--- src/rtl/cnn_layer_1_pkg.sv ---
// cnn_layer_1_pkg: default geometry, widths and saturation limits
// shared by the layer-1 bias/ReLU/pool slice (option: CNN_LAYER_1_RELU_EN).
package cnn_layer_1_pkg;

  localparam int ACC_BW  = 26;
  localparam int BIAS_BW = 16;
  localparam int OUT_BW  = 8;
  localparam int SHIFT   = 8;
  localparam int CONV_W  = 24;
  localparam int CONV_H  = 24;

  localparam int COL_BW = $clog2(CONV_W);
  localparam int ROW_BW = $clog2(CONV_H);

  localparam int OUT_MAX = (2 ** (OUT_BW - 1)) - 1;
  localparam int OUT_MIN = -(2 ** (OUT_BW - 1));

  // Largest signed value representable in bw bits
  function automatic int sat_max(input int bw);
    return (2 ** (bw - 1)) - 1;
  endfunction

  // Smallest signed value representable in bw bits
  function automatic int sat_min(input int bw);
    return -(2 ** (bw - 1));
  endfunction

endpackage

--- src/rtl/cnn_layer_1_requant.sv ---
// cnn_layer_1_requant: bias add, arithmetic shift, clamp, registered.
// CNN_LAYER_1_RELU_EN selects a lower clamp of 0 instead of the signed minimum.
module cnn_layer_1_requant #(
  parameter int ACC_BW  = cnn_layer_1_pkg::ACC_BW,
  parameter int BIAS_BW = cnn_layer_1_pkg::BIAS_BW,
  parameter int OUT_BW  = cnn_layer_1_pkg::OUT_BW,
  parameter int SHIFT   = cnn_layer_1_pkg::SHIFT
) (
  input  logic              clk,
  input  logic              reset_n,
  input  logic              soft_reset,
  input  logic              in_valid,
  input  logic [ACC_BW-1:0] in_sum,
  input  logic [BIAS_BW-1:0] bias,
  output logic              act_valid,
  output logic [OUT_BW-1:0] act
);

  localparam logic signed [ACC_BW:0] HI =
    (ACC_BW + 1)'(cnn_layer_1_pkg::sat_max(OUT_BW));
`ifdef CNN_LAYER_1_RELU_EN
  localparam logic signed [ACC_BW:0] LO = '0;
`else
  localparam logic signed [ACC_BW:0] LO =
    (ACC_BW + 1)'(cnn_layer_1_pkg::sat_min(OUT_BW));
`endif

  logic signed [ACC_BW:0] t;
  logic signed [ACC_BW:0] s;
  logic [OUT_BW-1:0]      q;

  // One guard bit keeps the sum exact; the shift floors toward -inf
  always_comb begin
    t = {in_sum[ACC_BW-1], in_sum}
      + {{(ACC_BW + 1 - BIAS_BW){bias[BIAS_BW-1]}}, bias};
    s = t >>> SHIFT;
    if (s > HI) begin
      q = HI[OUT_BW-1:0];
    end else if (s < LO) begin
      q = LO[OUT_BW-1:0];
    end else begin
      q = s[OUT_BW-1:0];
    end
  end

  // Output register; soft_reset drops whatever is in flight
  always_ff @(posedge clk or negedge reset_n) begin
    if (!reset_n) begin
      act_valid <= 1'b0;
      act       <= '0;
    end else if (soft_reset) begin
      act_valid <= 1'b0;
    end else begin
      act_valid <= in_valid;
      if (in_valid) begin
        act <= q;
      end
    end
  end

endmodule

--- src/rtl/cnn_layer_1_bias_relu_pool.sv ---
// cnn_layer_1_bias_relu_pool: requantize each conv pixel, then 2x2/2 max pool.
// CNN_LAYER_1_RELU_EN enables ReLU in the requantizer.
module cnn_layer_1_bias_relu_pool #(
  parameter int ACC_BW  = cnn_layer_1_pkg::ACC_BW,
  parameter int BIAS_BW = cnn_layer_1_pkg::BIAS_BW,
  parameter int OUT_BW  = cnn_layer_1_pkg::OUT_BW,
  parameter int SHIFT   = cnn_layer_1_pkg::SHIFT,
  parameter int CONV_W  = cnn_layer_1_pkg::CONV_W,
  parameter int CONV_H  = cnn_layer_1_pkg::CONV_H
) (
  input  logic               clk,
  input  logic               reset_n,
  input  logic               soft_reset,
  input  logic               in_valid,
  input  logic [ACC_BW-1:0]  in_sum,
  input  logic [BIAS_BW-1:0] bias,
  output logic               out_valid,
  output logic [OUT_BW-1:0]  out_data,
  output logic               out_last
);

  localparam int COL_BW = $clog2(CONV_W);
  localparam int ROW_BW = $clog2(CONV_H);
  localparam int HALF_W = CONV_W / 2;

  localparam logic [COL_BW-1:0] COL_END = COL_BW'(CONV_W - 1);
  localparam logic [ROW_BW-1:0] ROW_END = ROW_BW'(CONV_H - 1);

  logic [COL_BW-1:0] col;
  logic [ROW_BW-1:0] row;
  logic [COL_BW-1:0] act_col;
  logic [ROW_BW-1:0] act_row;

  logic              act_valid;
  logic [OUT_BW-1:0] act;

  logic signed [OUT_BW-1:0] act_s;
  logic signed [OUT_BW-1:0] h_hold;
  logic signed [OUT_BW-1:0] hmax;
  logic signed [OUT_BW-1:0] buf_rd;
  logic signed [OUT_BW-1:0] vmax;
  logic [COL_BW-2:0]        half;
  logic                     take;

  logic signed [OUT_BW-1:0] row_buf [HALF_W];

  cnn_layer_1_requant #(
    .ACC_BW (ACC_BW),
    .BIAS_BW(BIAS_BW),
    .OUT_BW (OUT_BW),
    .SHIFT  (SHIFT)
  ) u_requant (
    .clk       (clk),
    .reset_n   (reset_n),
    .soft_reset(soft_reset),
    .in_valid  (in_valid),
    .in_sum    (in_sum),
    .bias      (bias),
    .act_valid (act_valid),
    .act       (act)
  );

  // Raster position of the next input, and of the pixel now in stage 1
  always_ff @(posedge clk or negedge reset_n) begin
    if (!reset_n) begin
      col     <= '0;
      row     <= '0;
      act_col <= '0;
      act_row <= '0;
    end else if (soft_reset) begin
      col <= '0;
      row <= '0;
    end else if (in_valid) begin
      act_col <= col;
      act_row <= row;
      if (col == COL_END) begin
        col <= '0;
        row <= (row == ROW_END) ? '0 : row + 1'b1;
      end else begin
        col <= col + 1'b1;
      end
    end
  end

  // Horizontal pair max, then vertical max against the buffered even row
  always_comb begin
    act_s  = act;
    half   = act_col[COL_BW-1:1];
    take   = act_valid && !soft_reset;
    hmax   = (act_s > h_hold) ? act_s : h_hold;
    buf_rd = row_buf[half];
    vmax   = (buf_rd > hmax) ? buf_rd : hmax;
  end

  // Half-row buffer: filled on even rows, consumed on odd rows
  always_ff @(posedge clk) begin
    if (take && act_col[0] && !act_row[0]) begin
      row_buf[half] <= hmax;
    end
  end

  // Pool output register; valid and last are single-cycle pulses
  always_ff @(posedge clk or negedge reset_n) begin
    if (!reset_n) begin
      h_hold    <= '0;
      out_valid <= 1'b0;
      out_data  <= '0;
      out_last  <= 1'b0;
    end else begin
      out_valid <= 1'b0;
      out_last  <= 1'b0;
      if (take) begin
        if (!act_col[0]) begin
          h_hold <= act_s;
        end else if (act_row[0]) begin
          out_valid <= 1'b1;
          out_data  <= vmax;
          out_last  <= (act_col == COL_END) && (act_row == ROW_END);
        end
      end
    end
  end

endmodule
--- config.mk ---
export PLATFORM = sky130hd
export DESIGN_NAME = cnn_layer_1_bias_relu_pool
export DESIGN_NICKNAME = d
export VERILOG_FILES = /design/src/rtl/cnn_layer_1_pkg.sv /design/src/rtl/cnn_layer_1_requant.sv /design/src/rtl/cnn_layer_1_bias_relu_pool.sv
export SDC_FILE = /design/constraint.sdc
export NUM_CORES = 1
export LEC_CHECK = 0
export ABC_AREA = 1
export BUFFER_PORTS_ARGS = -buffer_cell sky130_fd_sc_hd__buf_2
export CORE_MARGIN = 1
export CORE_UTILIZATION = 50
export DETAILED_ROUTE_END_ITERATION = 7
export HOLD_SLACK_MARGIN = 0.06
export PLACE_DENSITY = 0.68
export SETUP_SLACK_MARGIN = 0.5
export SLEW_MARGIN = 15
export SYNTH_ARGS = -nofsm -noshare
export SYNTH_HDL_FRONTEND = slang
export SYNTH_SLANG_ARGS = --single-unit
--- constraint.sdc ---
create_clock -name clk -period 4.7 [get_ports clk]
set_input_delay 0.47 -clock clk [delete_from_list [all_inputs] [get_ports clk]]
set_output_delay 0.47 -clock clk [all_outputs]
set_load 0.03 [all_outputs]
==> flow_metrics.tcl <==
set metrics [dict create \
    ant_nets 0 \
    drc 0 \
    numCtsBuffers 17 \
    crit_path_start_kind "flip-flop" \
    grt_pass1_wl_mm 30.2 \
    hold_buffers 0 \
    leakage_nw 4.33 \
    syn_nets 1039 \
    htree_levels 4 \
    peakVddDrop_mv 0.281 \
    status "complete, no violations" \
    viasPerCell 5.24 \
    post-route-min-period_ns 3.80 \
    portBuffers 55 \
    nNetsFinal 1102 \
    path_cells "ha_1 > a21o_1 > a31oi_1 > o221ai_1 > nand2_1 > o21ai_2 > nand2_1 > nand2_1 > nand2_1 > inv_1 > ha_1 > nand4_1 > o21ai_0 > nand2_1 > o21ai_0 > nand2_1 > inv_1 > nand2_1 > nand3_1 > nand2_1" \
    drtIter0Drc 425 \
    max_freq_mhz 263 \
    io_pins 56 \
    fill_cells 1434 \
    postLayoutCoreUtil_pct 58.3 \
    dieHeight_um 129 \
    clock_tree.root_cell "clkbuf_16" \
    grt_max_degree 48 \
    rows 46 \
    cp_slowest_cell "dfrtp_1" \
    cp-end-kind "flip-flop" \
    clk_pin_slew_ns 0.07 \
    hold_path.class "in2async" \
    vias 6506 \
    clk_path_buf_depth 2 \
    antennaDiodeCount 0 \
    start_util_pct 51.2 \
    worst_pin_slew_ns 1.10 \
    grt_pass1_vias 6105 \
    syn-cell-area_um2 8100 \
    slew_viol_final 0 \
    crit_required_ns 5.01 \
    die_area_um2 16700 \
    finalSetupViolCount 0 \
    fp.coreArea_um2 15800 \
    relSlewSlack_pct 26.1 \
    yosysMostFrequentCell "nand2_1" \
    final_cell_count_no_fill 1242 \
    area_delta_synth_final_pct 14.1 \
    yosys-top-cells-area "edfxtp_1 36%, dfrtp_1 15%, nand2_1 14%" \
    synthTopCellsByCount "300 x nand2_1, 128 x inv_1, 96 x edfxtp_1, 72 x nor2_1, 51 x nand3_1" \
    crit_path_frequent_cell "nand2_1" \
    synth_top_area_share_pct 35.6 \
    hpwl_mm 13.3 \
    firstDrtPassIters 5 \
    clock_latency_ns 0.42 \
    worst_ep_arrival_time_ns 4.11 \
    ys.flop_type "edfxtp_1" \
    antenna_found_initial 0 \
    hold_violations 0 \
    synth_edf_count 96 \
    grt-ovfl-total 0 \
    wl_per_cell_um 15.1 \
    grt.total_usage_pct 24.0 \
    cts_sinks 143 \
    synth_area_leader_cell "edfxtp_1" \
    synth_seq_cells 143 \
    critical_path_buf_inv_count 2 \
    dp_cells 1210 \
    fp.dieW_um 129 \
    seq_area_frac_synth_pct 50.1 \
    setup.worst_path.class "reg2reg" \
    netlist_instances 950 \
    drive_gt1_share_pct 12.5 \
    max_stage_delay_ns 0.42 \
    yosys_warnings 0 \
    fin_setup_tns_ns 0 \
    synth_area_per_cell_um2 8.52 \
    synth_cell_types 40 \
    cp_top_family "simple AND/OR/NAND/NOR gates" \
    gp_congestion 0.932 \
    max_cap_violations 0 \
    drt_wl_total_mm 18.7 \
    period_share_pct 80.8 \
    power.density_nw_per_um2 460 \
    cts_tree "done" \
    worstPathMaxFanout 13 \
    skew_ns 0.0101 \
    synthArstFlopShare_pct 32.9 \
    rsz0062_at_grt "no" \
]
-- sequential cells by signal (all words and copies together), names as in the netlist --
name / cells
act_col: 5
row_buf: 96
col: 5
u_requant.act: 8
out_data: 8
out_valid: 1
h_hold: 8
out_last: 1
row: 5
act_row: 5
u_requant.act_valid: 1
-- cells in the final DEF, fill, tap and decap left out, types with 22 or more instances in the layout --
cell	n
nand2_1	296
inv_1	128
edfxtp_1	96
nor2_1	72
buf_2	54
nand3_1	51
dfrtp_1	47
ha_1	43
a22oi_1	41
a21oi_1	35
o21ai_0	22
-- final timing paths --
path	from	end	slack, ns	depth (start not counted)
min in group clk	in_valid	col[2]	0.34	3
hold reg to reg	act_row[1]	act_row[1]	0.49	2
setup / recovery	u_requant.act[3]	out_data[3]	0.90	20
hold / removal	reset_n	row[3]	0.04	1
max in group asynchronous	reset_n	h_hold[3]	4.24	1
setup reg to reg	u_requant.act[3]	out_data[3]	0.90	20
-- through the flow --
stage	worst slack (ns)	cell area [um^2]	power [mW]	hold slack, ns
global route	0.514	9240	4.49	0.0954
finish	0.901	9240	4.24	0.0401
global placement	0.987	8610	2.90	0.471
detailed placement	0.917	8610	2.91	0.473
CTS	0.866	9220	4.24	0.269
floorplan	1.41	8100	2.56	0.174
-- final cells by class --
cell class	count	area, um^2	area share [%]
Clock buffer	17	425	4.61
Clock inverter	15	189	2.05
Inverter	134	503	5.45
Multi-Input combinational cell	658	3480	37.7
Sequential cell	143	4060	44.0
Tap cell	216	270	2.93
Timing Repair Buffer	59	308	3.33
-- cell families after synthesis --
family,Yosys count,share of synthesized area [%]
compound gates,129,10.2
xor+xnor,10,1.08
fa+ha+maj,43,6.65
buf+inv,149,7.00
flops,143,50.1
simple gates,476,25.0
-- routing by layer --
metal,up-vias,track usage [%],wire length (um)
met5,-,0,0
met4,0,7.06,308
met3,28,4.38,974
met2,171,43.8,9560
met1,3003,28.6,7870
li1,3304,-,-
-- what timing repair did --
| action | CTS | global route |
|---|---|---|
| buffers inserted | 0 | 0 |
| endpoints found under the hold margin | 0 | 0 |
| resized for setup | 0 | 4 |
| setup endpoints to repair | 0 | 8 |
-- report_power, final --
group	total, mW	switching [mW]	leakage (nW)	internal, mW
logic	1.22	0.851	2.56	0.367
clock network	1.34	0.612	0.298	0.723
registers	1.69	0.0670	1.47	1.62
(Power assumes the default switching activity.)
